==> src/rtl/mem_sync_arbiter.sv <==
// Round-robin arbiter sharing one backing-memory row-transfer port among the per-bank MEMSync
// row caches. Define MEMSYNC_ARB_WBPRIO_EN to serve pending writebacks ahead of fills.
module mem_sync_arbiter #(
   parameter int unsigned BGWIDTH   = 2,
   parameter int unsigned BAWIDTH   = 2,
   parameter int unsigned CHWIDTH   = 6,
   parameter int unsigned ADDRWIDTH = 17,
   parameter int unsigned XFERBEATS = 4,
   localparam int unsigned IDW      = BGWIDTH + BAWIDTH,
   localparam int unsigned NBANKS   = 2 ** IDW,
   localparam int unsigned BEATW    = (XFERBEATS > 1) ? $clog2(XFERBEATS) : 1
) (
   input  logic                          clk,
   input  logic                          reset,
   input  logic [NBANKS-1:0]             req,
   input  logic [NBANKS-1:0]             req_wb,
   input  logic [NBANKS*ADDRWIDTH-1:0]   req_row,
   input  logic [NBANKS*CHWIDTH-1:0]     req_crow,
   input  logic                          mem_ready,
   output logic [NBANKS-1:0]             sync,
   output logic                          mem_valid,
   output logic                          mem_wb,
   output logic [ADDRWIDTH-1:0]          mem_row,
   output logic [CHWIDTH-1:0]            mem_crow,
   output logic [BEATW-1:0]              mem_beat,
   output logic [IDW-1:0]                grant_id,
   output logic                          busy
);

   localparam logic [BEATW-1:0] LAST_BEAT = BEATW'(XFERBEATS - 1);

   typedef enum logic [1:0] {
      IDLE  = 2'd0,
      GRANT = 2'd1,
      XFER  = 2'd2,
      DONE  = 2'd3
   } state_t;

   state_t                state, state_n;
   logic [IDW-1:0]        rr_ptr, rr_ptr_n;
   logic [NBANKS-1:0]     sync_n;
   logic                  mem_valid_n;
   logic                  mem_wb_n;
   logic [ADDRWIDTH-1:0]  mem_row_n;
   logic [CHWIDTH-1:0]    mem_crow_n;
   logic [BEATW-1:0]      mem_beat_n;
   logic [IDW-1:0]        grant_id_n;
   logic                  busy_n;

   logic [NBANKS-1:0]     cand;
   logic [IDW-1:0]        pick_id;
   logic                  pick_vld;
   logic [IDW-1:0]        scan_idx;

   // Eligible requesters; the bank receiving sync this cycle still shows its old req level
   always_comb begin
      cand = req & ~sync;
`ifdef MEMSYNC_ARB_WBPRIO_EN
      if ((cand & req_wb) != '0) begin
         cand = cand & req_wb;
      end
`endif
   end

   // First eligible bank at or after the round-robin pointer, wrapping modulo NBANKS
   always_comb begin
      pick_id  = '0;
      pick_vld = 1'b0;
      scan_idx = '0;
      for (int unsigned i = 0; i < NBANKS; i++) begin
         scan_idx = rr_ptr + IDW'(i);
         if (!pick_vld && cand[scan_idx]) begin
            pick_id  = scan_idx;
            pick_vld = 1'b1;
         end
      end
   end

   always_comb begin
      state_n     = state;
      rr_ptr_n    = rr_ptr;
      sync_n      = '0;
      mem_valid_n = 1'b0;
      mem_wb_n    = mem_wb;
      mem_row_n   = mem_row;
      mem_crow_n  = mem_crow;
      mem_beat_n  = mem_beat;
      grant_id_n  = grant_id;
      busy_n      = busy;
      case (state)
         IDLE: begin
            if (pick_vld) begin
               state_n    = GRANT;
               grant_id_n = pick_id;
               mem_wb_n   = req_wb[pick_id];
               mem_row_n  = req_row[32'(pick_id) * ADDRWIDTH +: ADDRWIDTH];
               mem_crow_n = req_crow[32'(pick_id) * CHWIDTH +: CHWIDTH];
               mem_beat_n = '0;
               busy_n     = 1'b1;
            end
         end
         GRANT: begin
            state_n     = XFER;
            mem_valid_n = 1'b1;
         end
         XFER: begin
            mem_valid_n = 1'b1;
            if (mem_valid && mem_ready) begin
               if (mem_beat == LAST_BEAT) begin
                  state_n     = DONE;
                  mem_valid_n = 1'b0;
               end else begin
                  mem_beat_n = mem_beat + 1'b1;
               end
            end
         end
         DONE: begin
            state_n          = IDLE;
            sync_n[grant_id] = 1'b1;
            rr_ptr_n         = grant_id + 1'b1;
            busy_n           = 1'b0;
         end
         default: begin
            state_n = IDLE;
         end
      endcase
   end

   always_ff @(posedge clk) begin
      if (reset) begin
         state     <= IDLE;
         rr_ptr    <= '0;
         sync      <= '0;
         mem_valid <= 1'b0;
         mem_wb    <= 1'b0;
         mem_row   <= '0;
         mem_crow  <= '0;
         mem_beat  <= '0;
         grant_id  <= '0;
         busy      <= 1'b0;
      end else begin
         state     <= state_n;
         rr_ptr    <= rr_ptr_n;
         sync      <= sync_n;
         mem_valid <= mem_valid_n;
         mem_wb    <= mem_wb_n;
         mem_row   <= mem_row_n;
         mem_crow  <= mem_crow_n;
         mem_beat  <= mem_beat_n;
         grant_id  <= grant_id_n;
         busy      <= busy_n;
      end
   end

endmodule

==> config.mk <==
export PLATFORM = sky130hd
export DESIGN_NAME = mem_sync_arbiter
export DESIGN_NICKNAME = d
export VERILOG_FILES = /design/src/rtl/mem_sync_arbiter.sv
export SDC_FILE = /design/constraint.sdc
export NUM_CORES = 1
export LEC_CHECK = 0
export CAP_MARGIN = 20
export CORE_AREA = 2 2 177 179
export CTS_CLUSTER_DIAMETER = 40
export DETAILED_ROUTE_END_ITERATION = 8
export DIE_AREA = 0 0 179 181
export GPL_TIMING_DRIVEN = 1
export SYNTH_ARGS = -nofsm -noshare
export SYNTH_HDL_FRONTEND = slang
export SYNTH_SLANG_ARGS = --single-unit
==> constraint.sdc <==
create_clock -name clk -period 6.6 [get_ports clk]
set_input_delay 1.98 -clock clk [delete_from_list [all_inputs] [get_ports clk]]
set_output_delay 1.98 -clock clk [all_outputs]
set_load 0.01 [all_outputs]
Word-level counts from Yosys, hierarchy flattened
Index checks and enable logic that the tools add are counted.

word-level totals
  register bits after elaboration = 54
  input port bits = 403
  output and inout bits = 48
  logic and storage cells = 182

operators by class
  add/sub/neg operators = 17
  multipliers = 2
  order comparisons = 19
  equality and inequality tests = 8
  shift-type cells = 2
  multiplexer cells = 81
  bitwise operators = 3
  reductions and logical operators = 40

operators by type and width
  operator             count
  $shiftx 272x10->17   1
  $shiftx 96x8->6      1
  $lt 4x5->1 const B   18
  $bmux 1 s4           17
  $mux 4               16
  $mux 1               37
  $add 4x4->4 const B  8
  $logic_and 1x1->1    17
  $add 4x3->4 const B  4
  $and 16x16->16       1
  $not 16->16          1
  $logic_not 1->1      15
  $mux 2               6
  $mul 4x5->9 const B  1
  $add 4x1->4 const B  2
  $add 4x2->4 const B  2
  $ne 2x2->1 const B   4
  $pmux 2 s4           1
  $eq 2x2->1 const B   3
  $mul 4x2->6 const B  1
  $demux 1 s4          1
  $ge 4x1->1 const B   1
  $pmux 1 s2           2
  $pmux 2 s2           1
  other kinds (9)      11

Depth between registers and ports, before layout
Gate-level depths: netlist (run 1).

  depth in word-level cells = 52
  mapped depth = 21
  depth with buffers taken out = 14

Worst setup path after synthesis (run 1)
OpenSTA, ideal clock, no wires.

  kind = input to register
  from = in req[13]
  to = reg mem_row[15]
  data arrival time = 5,680 ps
  required time = 6,470 ps
  setup slack = 790 ps
  stages = 16
  buffers on the path = 4
  cell sequence = nor2b_1 > mux4_2 > mux4_2 > nor3_2 > nand4_2 > or3_4 > o221a_1 > or2_1 > buf_2 > buf_6 > clkbuf_1 > buf_2 > a221oi_1 > o2111ai_1 > nand4_1 > o211ai_1

on the way
  word-level cells in the longest chain between the ends = 51
  elaborated cells on any way between the ends = 98
  classes of those cells = 1 x mul; 1 x shift; 64 x mux; 1 x bitwise; 31 x reduce/logical

RTL lines
  element                       RTL line  text
  start, declared               15        input logic [NBANKS-1:0] req,
  $and 16x16->16 (*)            57        cand = req & ~sync;
  $bmux 1 s4                    72        if (!pick_vld && cand[scan_idx]) begin
  $mux 1 (implied by the code)  72
  $mux 1                        72
  $logic_not 1->1               72
  $logic_and 1x1->1             72
  $mux 1                        72
  $logic_not 1->1               72
  [... 35 more ...]             n/a
  $logic_not 1->1               72
  $logic_and 1x1->1             72
  $mux 1                        72
  $logic_not 1->1               72
  $logic_and 1x1->1             72
  $mux 4                        72
  $mul 4x5->9                   96        mem_row_n = req_row[32'(pick_id) * ADDRWIDTH +: ADDRWIDTH];
  $shiftx 272x10->17            96
  end signal, assigned          147       mem_row <= mem_row_n;
  end, declared                 23        output logic [ADDRWIDTH-1:0] mem_row,

Mark *: on every way between the ends. The rest lies on a longest branch, timed or not. The select of a mux whose other input is x is not followed.
A chain may end at the register's enable or synchronous reset.

Worst setup path in the final report (run 1)
  from = in req[9]
  to = reg mem_row[14]

Same word-level chain as after synthesis.

==> impl_metrics.toml, run 1 <==
[placed_design]
hpwl_um = 41100
gp_congestion = 0.949
dp.cells = 2028
portBuffers = 450

[synth]
postSynthCellCount = 1170
synth-main-ff-cell = "dfxtp_1"
netlist-cell-type-count = 72
yosys_warnings = 0
ys_ff_latch = 54
synth_top_area_share_pct = 13.4
synth-edff-count = 0
synth_top_cell_by_area = "mux2i_1"
synth_common_cells = "174 x nand2_1, 140 x nand3_1, 118 x mux2i_1, 75 x clkbuf_1, 66 x o21ai_0"
syn_nets = 1589
syn_area_um2 = 8850
async_flop_share_pct = 0
avgSynthCellArea_um2 = 7.56
synthTopCellsByArea = "mux2i_1 13%, dfxtp_1 12%, mux4_2 11%"
yosysMostFrequentCell = "nand2_1"
yosysSeqAreaShare_pct = 12.2

[critical_path]
crit_cells = 15
critical_path.startpoint = "req[9]"
rrSetupSlack_ns = 1.28
cp.required_ns = 6.79
r2r-end = "mem_row[14]$_SDFFE_PP0P_"
critPathMaxFanout = 53
start_kind = "primary input"
path_class = "primary input to flop"
path_buf_inv = 3
crit_end = "mem_row[14]$_SDFFE_PP0P_"
crit_chain = "clkdlybuf4s50_1 -> nor2b_1 -> mux4_2 -> mux4_2 -> nor3_2 -> nand4_2 -> or3_4 -> o221a_1 -> or2_4 -> buf_4 -> buf_12 -> mux2i_1 -> mux2i_1 -> a221oi_1 -> o31ai_1"
r2r_cells = 16
crit_path_end_kind = "flop"
critPathMaxStageDelay_ns = 0.54
regToRegStartpoint = "rr_ptr[0]$_SDFFE_PP0P_"
critical_path_arrival_ns = 6.56
cpLargestDelayFamily = "simple AND/OR/NAND/NOR gates"
critPathSlowestCell = "mux4_2"

[grt]
track_usage_pct = 29.7
grt_max_degree = 57
grt_pass1_vias = 11484
antenna_found_initial = 11
grt_pass1_wl_um = 72100
overflow = 0

[clock_network]
ctsHoldBuffers = 0
clock_path_buffers = 2
root_buffer = "clkbuf_16"
cts-htree-levels = 2
clkSinkCount = 54
cts_tree = "built"
clk_pin_slew_ns = 0.09
cts_buffers = 5
clk_latency_ns = 0.32

[sta]
drv_slew = 0
max_freq_mhz = 157
worst_pin_slew_ns = 0.818
fin_crit_sh_pct = 96.6
fin_skew_ns = 0.0173
rsz0062_at_grt = "false"
finalHoldViolCount = 0
tns_ns = 0
slew_headroom_pct = 45.2
finalSetupViolations = 0
fin_crit_ns = 6.38

[power_and_ir_drop]
power.density_nw_per_um2 = 389
ir_worst_vdd_v = 0.000253
p_leak_nw = 5.72

[outcome]
status = "finished, final reports clean"

[detailed_routing]
drt-pass1-iter-count = 5
route.detailed.drc = 0
routed_wl_um = 49600
ant_nets = 0
wl_per_cell_um = 24.3
first_iter_violations = 1170
via_count = 11755
viasPerCell = 5.76

[final_layout]
fin_cells = 2040
n_fill_cell = 2997
post_route_cells_drive_above_1_share_pct = 12.6
area_delta_synth_final_pct = 66.0
nets = 2058

[die]
num_io_pins = 451
std_cell_rows = 64
dieArea_um2 = 32400
die_h_um = 181
die_w_um = 179
core_um2 = 30300
initial_utilization_pct = 29.2

[min_path]
min_path_cells = 2
hold_path_class = "flop to flop"

[job]
max_cap_violations = 0
[area by class of cell]
class | count | area [µm²] | share of cell area [%]
diodes | 4 | 10.0 | 0.0682
clock inverters | 3 | 28.8 | 0.196
well taps | 396 | 495 | 3.37
inverters | 14 | 53.8 | 0.366
clock buffers | 5 | 125 | 0.852
flip-flops and latches | 54 | 1080 | 7.37
multi-input cells | 996 | 7270 | 49.5
repair buffers | 568 | 5620 | 38.2
[worst min path at each step]
stage	startpoint	endpoint	slack [ns]
CTS	mem_beat[1]$_SDFFE_PP0P_	mem_beat[1]$_SDFFE_PP0P_	0.48
floorplan	mem_beat[1]$_SDFFE_PP0P_	mem_beat[1]$_SDFFE_PP0P_	0.49
finish	mem_beat[1]$_SDFFE_PP0P_	mem_beat[1]$_SDFFE_PP0P_	0.48
global route	mem_beat[1]$_SDFFE_PP0P_	mem_beat[1]$_SDFFE_PP0P_	0.52
detailed placement	mem_row[12]$_SDFFE_PP0P_	mem_row[12]$_SDFFE_PP0P_	0.47
global placement	mem_row[12]$_SDFFE_PP0P_	mem_row[12]$_SDFFE_PP0P_	0.47
[through the flow]
stage / util (%) / hold WS [ns] / cell area (µm²) / total power, mW / worst slack (ns)
2_1_floorplan: - / 0.492 / 8850 / 3.45 / 0.790
3_3_place_gp: 47.8 / 0.466 / 14500 / 5.36 / -0.135
3_5_place_dp: 47.8 / 0.472 / 14500 / 5.35 / -0.149
4_1_cts: 48.3 / 0.485 / 14700 / 5.68 / 0.176
5_1_grt: 48.4 / 0.515 / 14700 / 6.12 / 0.0417
6_report: 48.4 / 0.482 / 14700 / 5.71 / 0.221
[report_power, final]
group | switching, mW | internal (mW) | total (mW) | leakage (nW)
sequential | 0.0769 | 0.408 | 0.485 | 0.442
combinational | 2.71 | 2.21 | 4.93 | 5.20
clock | 0.155 | 0.147 | 0.301 | 0.0763
[cells in the final DEF (no fill, tap or decap), drive strengths merged, types with 8 or more instances in the layout]
cell           instances
and2                  24
a31o                  12
a31oi                 15
nor3                  14
nor2b                 20
inv                   13
nand2                174
and4                  12
nand4                 40
ha                    16
a311o                 12
o32ai                 12
and4b                 14
buf                  118
nor4bb                 8
mux4                  44
dfxtp                 54
clkdlybuf4s50        450
nor2                  39
o221a                 13
a211oi                 9
a21oi                 36
nand2b                20
a32oi                 15
o2111ai               14
nor4                   9
a21boi                12
mux2i                118
nand3                140
o21ai                 66
[kinds of logic (layout without fill, tap and decap cells)]
kind of cell             count (synthesis)  in the layout  synth area share [%]
AND/OR/NAND/NOR                        535            535                  31.5
AO/OA/AOI/OAI                          264            264                  21.5
multiplexers                           168            168                  25.3
buffers and inverters                  120            590                  6.00
flip-flops                              54             54                  12.2
adder cells (fa/ha/maj)                 16             16                  2.26
XOR/XNOR                                13             13                  1.29
other                                    0              4                     0
[registers in the layout, indices dropped and copies added (netlist names)]
signal     flops
mem_row       17
sync          16
mem_crow       6
grant_id       4
rr_ptr         4
mem_beat       2
state          2
busy           1
mem_valid      1
mem_wb         1
[per-layer routing]
layer | track usage [%] | up-vias | routed length, µm
li1 | - | 5471 | -
met1 | 37.2 | 5617 | 19800
met2 | 49.6 | 558 | 24000
met3 | 7.34 | 95 | 4250
met4 | 9.43 | 14 | 1590
met5 | 0 | - | 86
[worst min-delay path, stage by stage (launching register included)]
cell and delay (ns):
dfxtp_1 0.33, nand2_1 0.06, a21oi_1 0.05
[what timing repair did]
action | 4_1_cts | 5_1_grt
endpoints found under the setup margin | 0 | 1
setup buffers | 0 | 0
gates resized for setup | 0 | 1
No activity file was read; power rests on OpenSTA's default activity.
==> run 2: changes to the inputs <==
- CTS_CLUSTER_DIAMETER: 40 -> 100
- SLEW_MARGIN: not set -> 20
==> results of run 2 <==
Final layout, timing and power as in run 1 (identical DEF).
==> run 3: changes to the inputs <==
- clock period: 6.6 -> 7.2 ns (I/O delays scaled with it)
==> impl_metrics.toml, run 3 (same netlist as run 1, synthesis figures left out) <==
[grt]
overflow = 0
grt_pass1_vias = 11356
grt_pass1_wl_um = 70800
grt_max_degree = 58
track_usage_pct = 28.9
antenna_found_initial = 12

[critical_path]
critPathSlowestCell = "buf_4"
critPathMaxStageDelay_ns = 0.54
crit_path_end_kind = "flop"
crit_top_cell = "mux2i_1"
critical_path_arrival_ns = 6.97
cp.required_ns = 7.37
path_buf_inv = 2
cpLargestDelayFamily = "multiplexers"
crit_chain = "clkdlybuf4s50_1 -> nor2b_1 -> mux2i_1 -> mux4_2 -> mux2i_1 -> nor4_1 -> nor3_1 -> o221a_1 -> or2_4 -> buf_4 -> mux2i_1 -> mux2i_1 -> a221oi_1 -> o31ai_1"
critPathMaxFanout = 53
start_kind = "primary input"
path_class = "primary input to flop"

[power_and_ir_drop]
power.density_nw_per_um2 = 351
p_leak_nw = 5.46
total_power_mw = 4.99
ir_worst_vdd_v = 0.000256

[sta]
worst_pin_slew_ns = 0.911
fin_crit_sh_pct = 94.4
drv_slew = 0
tns_ns = 0
fin_skew_ns = 0.00894
rsz0062_at_grt = "false"
finalSetupViolations = 0
fin_crit_ns = 6.80
finalHoldViolCount = 0
max_freq_mhz = 147
slew_headroom_pct = 39.0
whs_ns = 0.484

[placed_design]
gp_congestion = 0.909
dp.cells = 1981
placed_cell_area_um2 = 14100
portBuffers = 450
hpwl_um = 39600

[final_layout]
area_delta_synth_final_pct = 60.9
largest_registers = "mem_row x17, sync x16, mem_crow x6"
most-common-layout-cells = "450 x clkdlybuf4s50_1, 172 x nand2_1, 140 x nand3_1"
layout.cells.most_common = "clkdlybuf4s50_1"
n_fill_cell = 3010
fin_cells = 1995
fin_area_um2 = 14200
regMostFlops = "mem_row"
largest_register_ffs = 17
nets = 2011
post_route_cells_drive_above_1_share_pct = 10.0

[die]
initial_utilization_pct = 29.2
die_h_um = 181
die_w_um = 179
num_io_pins = 451
core_um2 = 30300
std_cell_rows = 64
dieArea_um2 = 32400

[clock_network]
cts_tree = "built"
cts_setup_buffers = 0
cts-htree-levels = 2
clkSinkCount = 54
root_buffer = "clkbuf_16"
clock_path_buffers = 2
cts_buffers = 5
cts_resized = 0
clk_pin_slew_ns = 0.08
clk_latency_ns = 0.31
ctsHoldBuffers = 0

[detailed_routing]
wl_per_cell_um = 24.4
routed_wl_um = 48700
ant_nets = 0
drt-pass1-iter-count = 5
route.detailed.drc = 0
viasPerCell = 5.79
via_count = 11558
first_iter_violations = 1064

[min_path]
hold_path_class = "flop to flop"

[job]
max_cap_violations = 0

[outcome]
status = "finished, final reports clean"
==> run 3: cell types whose count changed in the layout (fill, tap and decap cells not counted) <==
cell       previous run  this run
buf_12               18        10
diode_2               4         6
a2111oi_1             1         0
buf_4               100        61
inv_8                 1         0
a2111oi_0             0         1
inv_6                 1         2
==> run 3: worst min-delay path, cell delays in order (launching register included) <==
cell	delay, ns
dfxtp_1	0.33
nand2_1	0.06
a21oi_1	0.05
==> run 3: layout make-up <==
cell class	instances	area, µm²	area share [%]
flip-flops and latches	54	1080	7.60
inverters	14	53.8	0.378
clock inverters	3	26.3	0.185
repair buffers	521	5160	36.3
well taps	396	495	3.48
clock buffers	5	125	0.879
diodes	6	15.0	0.105
multi-input cells	996	7270	51.1
==> run 3: metrics by stage <==
stage                     setup WS [ns]  utilization [%]
after floorplan                    1.21                -
after global placement            0.195             46.3
after detailed placement          0.180             46.3
after CTS                         0.481             46.8
after global routing              0.216             46.9
final                             0.402             46.9
==> run 3: where the power goes <==
group | total, mW | internal (mW) | leakage, nW | switching (mW)
sequential | 0.438 | 0.374 | 0.442 | 0.0647
clock | 0.266 | 0.133 | 0.0748 | 0.133
combinational | 4.28 | 1.82 | 4.94 | 2.46
==> run 3: worst paths after layout <==
path	start	endpoint	slack, ns	cells after the start
worst min-delay path	mem_beat[1]$_SDFFE_PP0P_	mem_beat[1]$_SDFFE_PP0P_	0.48	2
worst max register to register	rr_ptr[0]$_SDFFE_PP0P_	mem_row[14]$_SDFFE_PP0P_	1.60	16
worst max-delay path	req[5]	mem_row[14]$_SDFFE_PP0P_	0.40	14
worst min register to register	mem_beat[1]$_SDFFE_PP0P_	mem_beat[1]$_SDFFE_PP0P_	0.48	2
==> run 3: metal layers <==
| metal | routed length [µm] | vias up | GRT usage (%) |
|---|---|---|---|
| met4 | 1200 | 14 | 7.93 |
| met1 | 19600 | 5563 | 36.1 |
| met2 | 23700 | 523 | 48.8 |
| met5 | 91 | - | 0 |
| met3 | 4130 | 79 | 7.20 |
| li1 | - | 5379 | - |
